<file path="config.mk">
export PLATFORM = sky130hd
export DESIGN_NAME = led_fade_driver
export DESIGN_NICKNAME = d
export VERILOG_FILES = /design/src/rtl/led_fade_pkg.sv /design/src/rtl/led_fade_channel.sv /design/src/rtl/led_fade_driver.sv
export SDC_FILE = /design/constraint.sdc
export NUM_CORES = 1
export LEC_CHECK = 0
export CAP_MARGIN = 20
export CORE_MARGIN = 10
export CORE_UTILIZATION = 58
export CTS_BUF_LIST = sky130_fd_sc_hd__clkbuf_4 sky130_fd_sc_hd__clkbuf_8
export CTS_CLUSTER_SIZE = 25
export DETAILED_ROUTE_END_ITERATION = 10
export PLACE_DENSITY = 0.75
export SETUP_SLACK_MARGIN = 0.3
export SLEW_MARGIN = 5
export SYNTH_ARGS = -nofsm -noshare
export SYNTH_HDL_FRONTEND = slang
export SYNTH_HIERARCHICAL = 1
export SYNTH_SLANG_ARGS = --single-unit
</file>
<file path="constraint.sdc">
create_clock -name HCLK -period 4 [get_ports HCLK]
set_input_delay 0.8 -clock HCLK [delete_from_list [all_inputs] [get_ports HCLK]]
set_output_delay 0.8 -clock HCLK [all_outputs]
set_load 0.005 [all_outputs]
</file>
<file path="src/rtl/led_fade_pkg.sv">
// Shared constants, level type and saturating step helper for the LED fade driver.
package led_fade_pkg;

    localparam int TICK_DIV_DEFAULT = 97656;
    localparam int STEP_DEFAULT     = 8;
    localparam int LVL_BITS         = 8;

    typedef logic [LVL_BITS-1:0] lvl_t;

    // One brightness step toward full (up=1) or off (up=0), clamped to [0, max_lvl].
    function automatic logic [31:0] sat_step(input logic [31:0] lvl,
                                             input logic [31:0] step,
                                             input logic [31:0] max_lvl,
                                             input logic        up);
        logic [32:0] sum;
        sum = {1'b0, lvl} + {1'b0, step};
        if (up) begin
            sat_step = (sum > {1'b0, max_lvl}) ? max_lvl : sum[31:0];
        end else begin
            sat_step = (lvl < step) ? 32'd0 : (lvl - step);
        end
    endfunction

endpackage

</file>
<file path="src/rtl/led_fade_channel.sv">
// One fade channel: brightness level register, saturating ramp, PWM compare
// and the registered, polarity-adjusted pin drive.
module led_fade_channel
    import led_fade_pkg::*;
#(
    parameter int PWM_BITS   = LVL_BITS,
    parameter int STEP       = STEP_DEFAULT,
    parameter int ACTIVE_LOW = 0
) (
    input  logic                clk,
    input  logic                srst,
    input  logic                enable_i,
    input  logic                tick_i,
    input  logic                tgt_i,
    input  logic [PWM_BITS-1:0] pwm_cnt_i,
    output logic                led_o,
    output logic [PWM_BITS-1:0] lvl_o
);

    localparam logic [PWM_BITS-1:0] LVL_MAX = '1;
    localparam logic                LED_OFF = (ACTIVE_LOW != 0);

    logic [PWM_BITS-1:0] lvl_q;
    logic [PWM_BITS-1:0] lvl_d;
    logic                raw_on;
    logic                led_q;

    always_comb begin
        lvl_d = lvl_q;
        if (!enable_i) begin
            lvl_d = '0;
        end else if (tick_i) begin
            lvl_d = PWM_BITS'(sat_step(32'(lvl_q), 32'(STEP), 32'(LVL_MAX), tgt_i));
        end
    end

    // Endpoints bypass the compare so full level is a true 100% duty.
    always_comb begin
        if (lvl_q == '0) begin
            raw_on = 1'b0;
        end else if (lvl_q == LVL_MAX) begin
            raw_on = 1'b1;
        end else begin
            raw_on = (lvl_q > pwm_cnt_i);
        end
    end

    always_ff @(posedge clk) begin
        if (srst) begin
            lvl_q <= '0;
            led_q <= LED_OFF;
        end else begin
            lvl_q <= lvl_d;
            led_q <= enable_i ? (raw_on ^ LED_OFF) : LED_OFF;
        end
    end

    assign led_o = led_q;
    assign lvl_o = lvl_q;

endmodule

</file>
<file path="src/rtl/led_fade_driver.sv">
// Soft-fade PWM output stage between the LED slave pattern and the board pins.
// Owns the target register, brightness tick divider, PWM counter and busy flag.
module led_fade_driver
    import led_fade_pkg::*;
#(
    parameter int CH_NUM     = 8,
    parameter int PWM_BITS   = LVL_BITS,
    parameter int TICK_DIV   = TICK_DIV_DEFAULT,
    parameter int STEP       = STEP_DEFAULT,
    parameter int ACTIVE_LOW = 0
) (
    input  logic              HCLK,
    input  logic              HRESET,
    input  logic [CH_NUM-1:0] led_in,
    input  logic              enable,
    output logic [CH_NUM-1:0] led_out,
    output logic              busy
);

    localparam int                  CNT_W     = (TICK_DIV > 1) ? $clog2(TICK_DIV) : 1;
    localparam logic [CNT_W-1:0]    TICK_LAST = CNT_W'(TICK_DIV - 1);
    localparam logic [PWM_BITS-1:0] LVL_MAX   = '1;

    logic [CH_NUM-1:0]   tgt_q;
    logic [CNT_W-1:0]    tick_cnt_q;
    logic [CNT_W-1:0]    tick_cnt_d;
    logic [PWM_BITS-1:0] pwm_cnt_q;
    logic                busy_q;
    logic                busy_d;
    logic                tick;
    logic [CH_NUM-1:0]   off_target;
    logic [PWM_BITS-1:0] lvl [CH_NUM];

    assign tick = enable && (tick_cnt_q == TICK_LAST);

    always_comb begin
        tick_cnt_d = tick_cnt_q + CNT_W'(1);
        if (!enable || (tick_cnt_q == TICK_LAST)) begin
            tick_cnt_d = '0;
        end
    end

    generate
        for (genvar gi = 0; gi < CH_NUM; gi++) begin : g_ch
            led_fade_channel #(
                .PWM_BITS   (PWM_BITS),
                .STEP       (STEP),
                .ACTIVE_LOW (ACTIVE_LOW)
            ) u_ch (
                .clk       (HCLK),
                .srst      (HRESET),
                .enable_i  (enable),
                .tick_i    (tick),
                .tgt_i     (tgt_q[gi]),
                .pwm_cnt_i (pwm_cnt_q),
                .led_o     (led_out[gi]),
                .lvl_o     (lvl[gi])
            );

            assign off_target[gi] = (lvl[gi] != (tgt_q[gi] ? LVL_MAX : '0));
        end
    endgenerate

    assign busy_d = enable && (|off_target);

    always_ff @(posedge HCLK) begin
        if (HRESET) begin
            tgt_q      <= '0;
            tick_cnt_q <= '0;
            pwm_cnt_q  <= '0;
            busy_q     <= 1'b0;
        end else begin
            tgt_q      <= led_in;
            tick_cnt_q <= tick_cnt_d;
            pwm_cnt_q  <= pwm_cnt_q + PWM_BITS'(1);
            busy_q     <= busy_d;
        end
    end

    assign busy = busy_q;

endmodule

</file>
==> results of run 1 <==
## state kept, by name (all words and copies together), names as in the netlist
signal / flops
tgt_q: 8
busy: 1
pwm_cnt_q: 8
tick_cnt_q: 17
g_ch.u_ch/lvl_o: 48
g_ch.u_ch/led_o: 8
## critical path, stage by stage (launching register included)
cell	delay [ps]
dfxtp_1	370
nand3_1	300
or4b_4	610
nor4_2	270
buf_12	380
nor2_1	110
or4b_1	480
a41oi_1	170
a2111oi_1	70
## area by class of cell
type | instances | area (µm²)
multi-input combinational | 828 | 5590
fill | 1307 | 5360
sequential | 90 | 1800
inverter | 95 | 357
timing repair buffer | 23 | 233
tap | 180 | 225
clock buffer | 10 | 131
clock inverter | 6 | 73.8
## cell families (layout without fill, tap and decap cells)
kind of cell | count (synthesis) | count (layout) | synth area share
simple gates | 428 | 428 | 0.275
compound gates | 275 | 275 | 0.235
buf+inv | 154 | 134 | 0.0882
fa+ha+maj | 90 | 90 | 0.139
flops | 90 | 90 | 0.222
xor+xnor | 28 | 28 | 0.0303
mux | 7 | 7 | 0.00973
## per-stage QoR
step,worst slack [ps],util,std cells
2_1_floorplan,419,-,1072
3_3_place_gp,960,0.596,1216
3_5_place_dp,898,0.596,1216
4_1_cts,1070,0.611,1232
5_1_grt,877,0.611,1232
6_report,1060,0.611,1232
## metal layers
| layer | track usage | up-vias | wire length [µm] |
|---|---|---|---|
| li1 | - | 3845 | - |
| met1 | 0.241 | 3436 | 8720 |
| met2 | 0.306 | 179 | 8340 |
| met3 | 0.0223 | 24 | 745 |
| met4 | 0.0638 | 0 | 317 |
| met5 | 0 | - | 0 |
## where the power goes
group          leakage (nW)  internal (mW)  switching [mW]
Clock                0.0988          0.305           0.357
Combinational          2.18         0.0681          0.0818
Sequential            0.728          0.904          0.0253
Total                  3.01           1.28           0.464
## final timing paths
kind | startpoint | end | slack [ps] | cells past startpoint
worst max-delay path | tick_cnt_q[5] | g_ch[5].u_ch/lvl_o[4] | 1060 | 8
worst min-delay path | tick_cnt_q[0] | tick_cnt_q[0] | 480 | 1
worst max register to register | tick_cnt_q[5] | g_ch[5].u_ch/lvl_o[4] | 1060 | 8
worst min register to register | tick_cnt_q[0] | tick_cnt_q[0] | 480 | 1
## cells in the final DEF, fill, tap and decap left out, types with 18 or more instances in the layout
cell type          n
o21ai_0           57
ha_1              90
nor4_1            18
a21oi_1           58
dfxtp_1           90
clkdlybuf4s50_1   19
nand2_1           87
nand3_1           47
nor2b_1           26
inv_1             94
nor3_1            20
nor2_1           114
nand4_1           28
==> flow_summary.json, run 1 <==
{
  "p_leak_nw": 3.01,
  "die-area_um2": 19100,
  "critPathMaxFanout": 96,
  "grtUsageTotal": 0.185,
  "fin_crit_ps": 2940,
  "avgSynthCellArea_um2": 7.56,
  "ant_nets": 0,
  "setup_viol": 0,
  "grt_pass1_wl_um": 31600,
  "peakVddDrop_v": 0.000156,
  "ys_seq_area_frac": 0.222,
  "period_share": 0.736,
  "final_net_count": 1148,
  "avgRoutedWirePerCell_um": 14.7,
  "grt_setup_unrepaired": "no",
  "async_flop_share": 0,
  "clkTransAtPathRegs_ps": 100,
  "netlist-cell-type-count": 65,
  "htree_levels": 3,
  "start_kind": "register",
  "detailed_place_hpwl_um": 12500,
  "slew_headroom": 0.546,
  "cp.required_ps": 4250,
  "drt_iter0_markers": 574,
  "postPlaceCellArea_um2": 8210,
  "cts_hold_buffers": 0,
  "cp.arrival_ps": 3190,
  "drv_slew": 0,
  "hold_viol": 0,
  "cts_resized": 0,
  "synth_nets": 1173,
  "synth_edf_count": 0,
  "die_h_um": 138,
  "end_kind": "register",
  "portBuffers": 19,
  "yosysTopAreaCellShare": 0.222,
  "num_rows": 43,
  "cts_buffer_depth": 2,
  "max_freq_mhz": 340,
  "start_util": 0.588,
  "drive_gt1_frac": 0.0580,
  "yosys_warnings": 6,
  "synthFlopType": "dfxtp_1",
  "yosys-top-cells-area": "dfxtp_1 (22%), ha_1 (14%), nor2_1 (5.3%)",
  "drt-total-wl_um": 18100,
  "stdcell_area_um2": 8410,
  "diodes": 0,
  "post_cts_buffers": 0,
  "antenna_found_initial": 0,
  "hp-class": "reg -> reg",
  "finalWeightedCongestion": 0.870,
  "whs_ps": 478,
  "worstSkewPairLatency_ps": 380,
  "cts_buffers": 9,
  "yosysTopAreaCell": "dfxtp_1",
  "worstMarginPinSlew_ps": 680,
  "syn_area_um2": 8100,
  "status": "complete, no violations",
  "drc": 0,
  "synth_seq_cells": 90,
  "area_delta_synth_final_pct": 3.85,
  "gr-total-overflow": 0,
  "die_w_um": 138,
  "fin_skew_ps": 11.9,
  "total_power_mw": 1.74,
  "yosys.cell_count.top_type": "nor2_1",
  "cap_violations": 0,
  "first_pass_iters": 5,
  "grt_max_degree": 97,
  "vias": 7484,
  "first_global_vias": 6851,
  "fin_setup_tns_ps": 0,
  "vias_per_cell": 6.07,
  "cts_tree": "built",
  "cts_root_buffer": "clkbuf_8",
  "crit_type": "reg -> reg",
  "power_density_nw_per_um2": 207,
  "io_pins": 20,
  "core_area_um2": 13800,
  "synth_cells": 1072,
  "yosys-top-cells-count": "nor2_1 (114), inv_1 (94), dfxtp_1 (90), ha_1 (90), nand2_1 (87)",
  "cts.sinks": 90
}
(Power assumes the default switching activity.)
==> run 2, diff against run 1 <==
clock period = 2.8 ns   (was 4 ns; I/O delays follow)
==> run 2 against run 1 <==
  * Sequential power up 43%
  * Clock power up 50%
  * Critical path depth unchanged
  * Non-clock buffer count up 18
  * Register-to-register slack worse by 790 ps
  * Global-route usage up 0.28 points
  * Critical endpoint is now g_ch[3].u_ch/lvl_o[4]
  * Largest cell class unchanged
==> flow_summary.json, run 2 (synthesized netlist as in run 1, its figures left out) <==
{
  "drt-total-wl_um": 18800,
  "cts_buffer_depth": 2,
  "postPlaceCellArea_um2": 8290,
  "final_net_count": 1166,
  "area_delta_synth_final_pct": 6.94,
  "die-area_um2": 19100,
  "total_power_mw": 2.54,
  "core_area_um2": 13800,
  "r2r-end": "g_ch[3].u_ch/lvl_o[4]",
  "grt_max_degree": 27,
  "avgRoutedWirePerCell_um": 15.0,
  "cp_slowest_cell": "or4b_4",
  "hold_path_depth": 1,
  "cts_hold_buffers": 0,
  "clkTransAtPathRegs_ps": 110,
  "hold_viol": 0,
  "worstMarginPinSlew_ps": 699,
  "cts_buffers": 9,
  "placedCellCount": 1225,
  "grt_setup_unrepaired": "yes",
  "finalWeightedCongestion": 0.877,
  "p_leak_nw": 3.14,
  "die_w_um": 138,
  "final_common_cell": "nor2_1",
  "timing.rr.start": "tick_cnt_q[5]",
  "antenna_found_initial": 0,
  "power_density_nw_per_um2": 293,
  "finalNonFillerCells": 1250,
  "detailed_place_hpwl_um": 12800,
  "htree_levels": 3,
  "cap_violations": 0,
  "rrSetupSlack_ps": 270,
  "path_cells": "nand3_2 -> or4b_4 -> nor4_4 -> buf_6 -> nor2_1 -> or4b_1 -> a41oi_2 -> a2111oi_2",
  "stdcell_area_um2": 8660,
  "portBuffers": 19,
  "cp.arrival_ps": 2790,
  "whs_ps": 472,
  "layout.area.seq_um2": 1810,
  "grt_pass1_wl_um": 32100,
  "worstSkewPairLatency_ps": 380,
  "vias_per_cell": 6.07,
  "drc": 0,
  "fill_cells": 1281,
  "min_from": "tick_cnt_q[0]",
  "start_kind": "register",
  "diodes": 0,
  "max_freq_mhz": 395,
  "period_share": 0.905,
  "multi_input_area_um2": 5650,
  "critPathMaxFanout": 6,
  "slew_headroom": 0.534,
  "grtUsageTotal": 0.188,
  "setup_viol": 0,
  "io_pins": 20,
  "slowest_delay_ps": 570,
  "cp.required_ps": 3060,
  "first_pass_iters": 5,
  "fin_setup_tns_ps": 0,
  "cts.sinks": 90,
  "fin_skew_ps": 15.6,
  "end_kind": "register",
  "ant_nets": 0,
  "peakVddDrop_v": 0.000216,
  "vias": 7593,
  "start_util": 0.588,
  "gr-total-overflow": 0,
  "crit_type": "reg -> reg",
  "hp-class": "reg -> reg",
  "num_rows": 43,
  "status": "complete, no violations",
  "hold_path_end": "tick_cnt_q[0]",
  "drt_iter0_markers": 426,
  "r2r_cells": 8,
  "cts_tree": "built",
  "drive_gt1_frac": 0.0841,
  "drv_slew": 0,
  "largest_reg_flops": 48,
  "die_h_um": 138,
  "first_global_vias": 6783,
  "final_cell_mix": "nor2_1 (114), inv_1 (94), ha_1 (90)",
  "cts_root_buffer": "clkbuf_8",
  "fin_crit_ps": 2530
}
-- run 2: final cells by class --
class	instances	share of cell area
repair buffers	41	0.0467
flip-flops and latches	90	0.208
inverters	95	0.0412
well taps	180	0.0260
clock inverters	7	0.0110
clock buffers	9	0.0143
multi-input cells	828	0.652
-- run 2: through the flow --
step	worst slack, ps	util
6_report	266	0.629
5_1_grt	185	0.629
4_1_cts	373	0.618
3_5_place_dp	167	0.602
3_3_place_gp	177	0.602
2_1_floorplan	299	-
-- run 2: where the power goes --
group	total, mW	leakage [nW]	switching [mW]	internal [mW]
Clock	0.994	0.111	0.555	0.439
Sequential	1.33	0.730	0.0360	1.29
Combinational	0.219	2.30	0.120	0.0993
-- run 2: how the worst max path moves through the flow --
stage	cells past startpoint	startpoint	slack, ps	end
global placement	8	enable	180	g_ch[4].u_ch/lvl_o[4]
CTS	8	tick_cnt_q[5]	370	g_ch[3].u_ch/lvl_o[4]
floorplan	7	tick_cnt_q[5]	300	g_ch[0].u_ch/lvl_o[4]
detailed placement	8	enable	170	g_ch[6].u_ch/lvl_o[4]
global route	8	tick_cnt_q[5]	180	g_ch[5].u_ch/lvl_o[4]
finish	8	tick_cnt_q[5]	270	g_ch[3].u_ch/lvl_o[4]
-- run 2: routing by layer --
metal,up-vias,part of all wire,track usage
li1,3876,-,-
met1,3520,0.48,0.252
met2,170,0.46,0.301
met3,27,0.041,0.0243
met4,0,0.016,0.0644
met5,-,0,0
-- run 2: critical path, delay by kind of cell (launching register included) --
family,cells,cell delay (ps)
compound gates,2,240
buf+inv,1,200
flops,1,360
simple gates,5,1600
-- run 2: what timing repair did --
action / 4_1_cts / 5_1_grt
setup buffers: 0 / 7
setup endpoints to repair: 0 / 12
gates resized for setup: 0 / 11
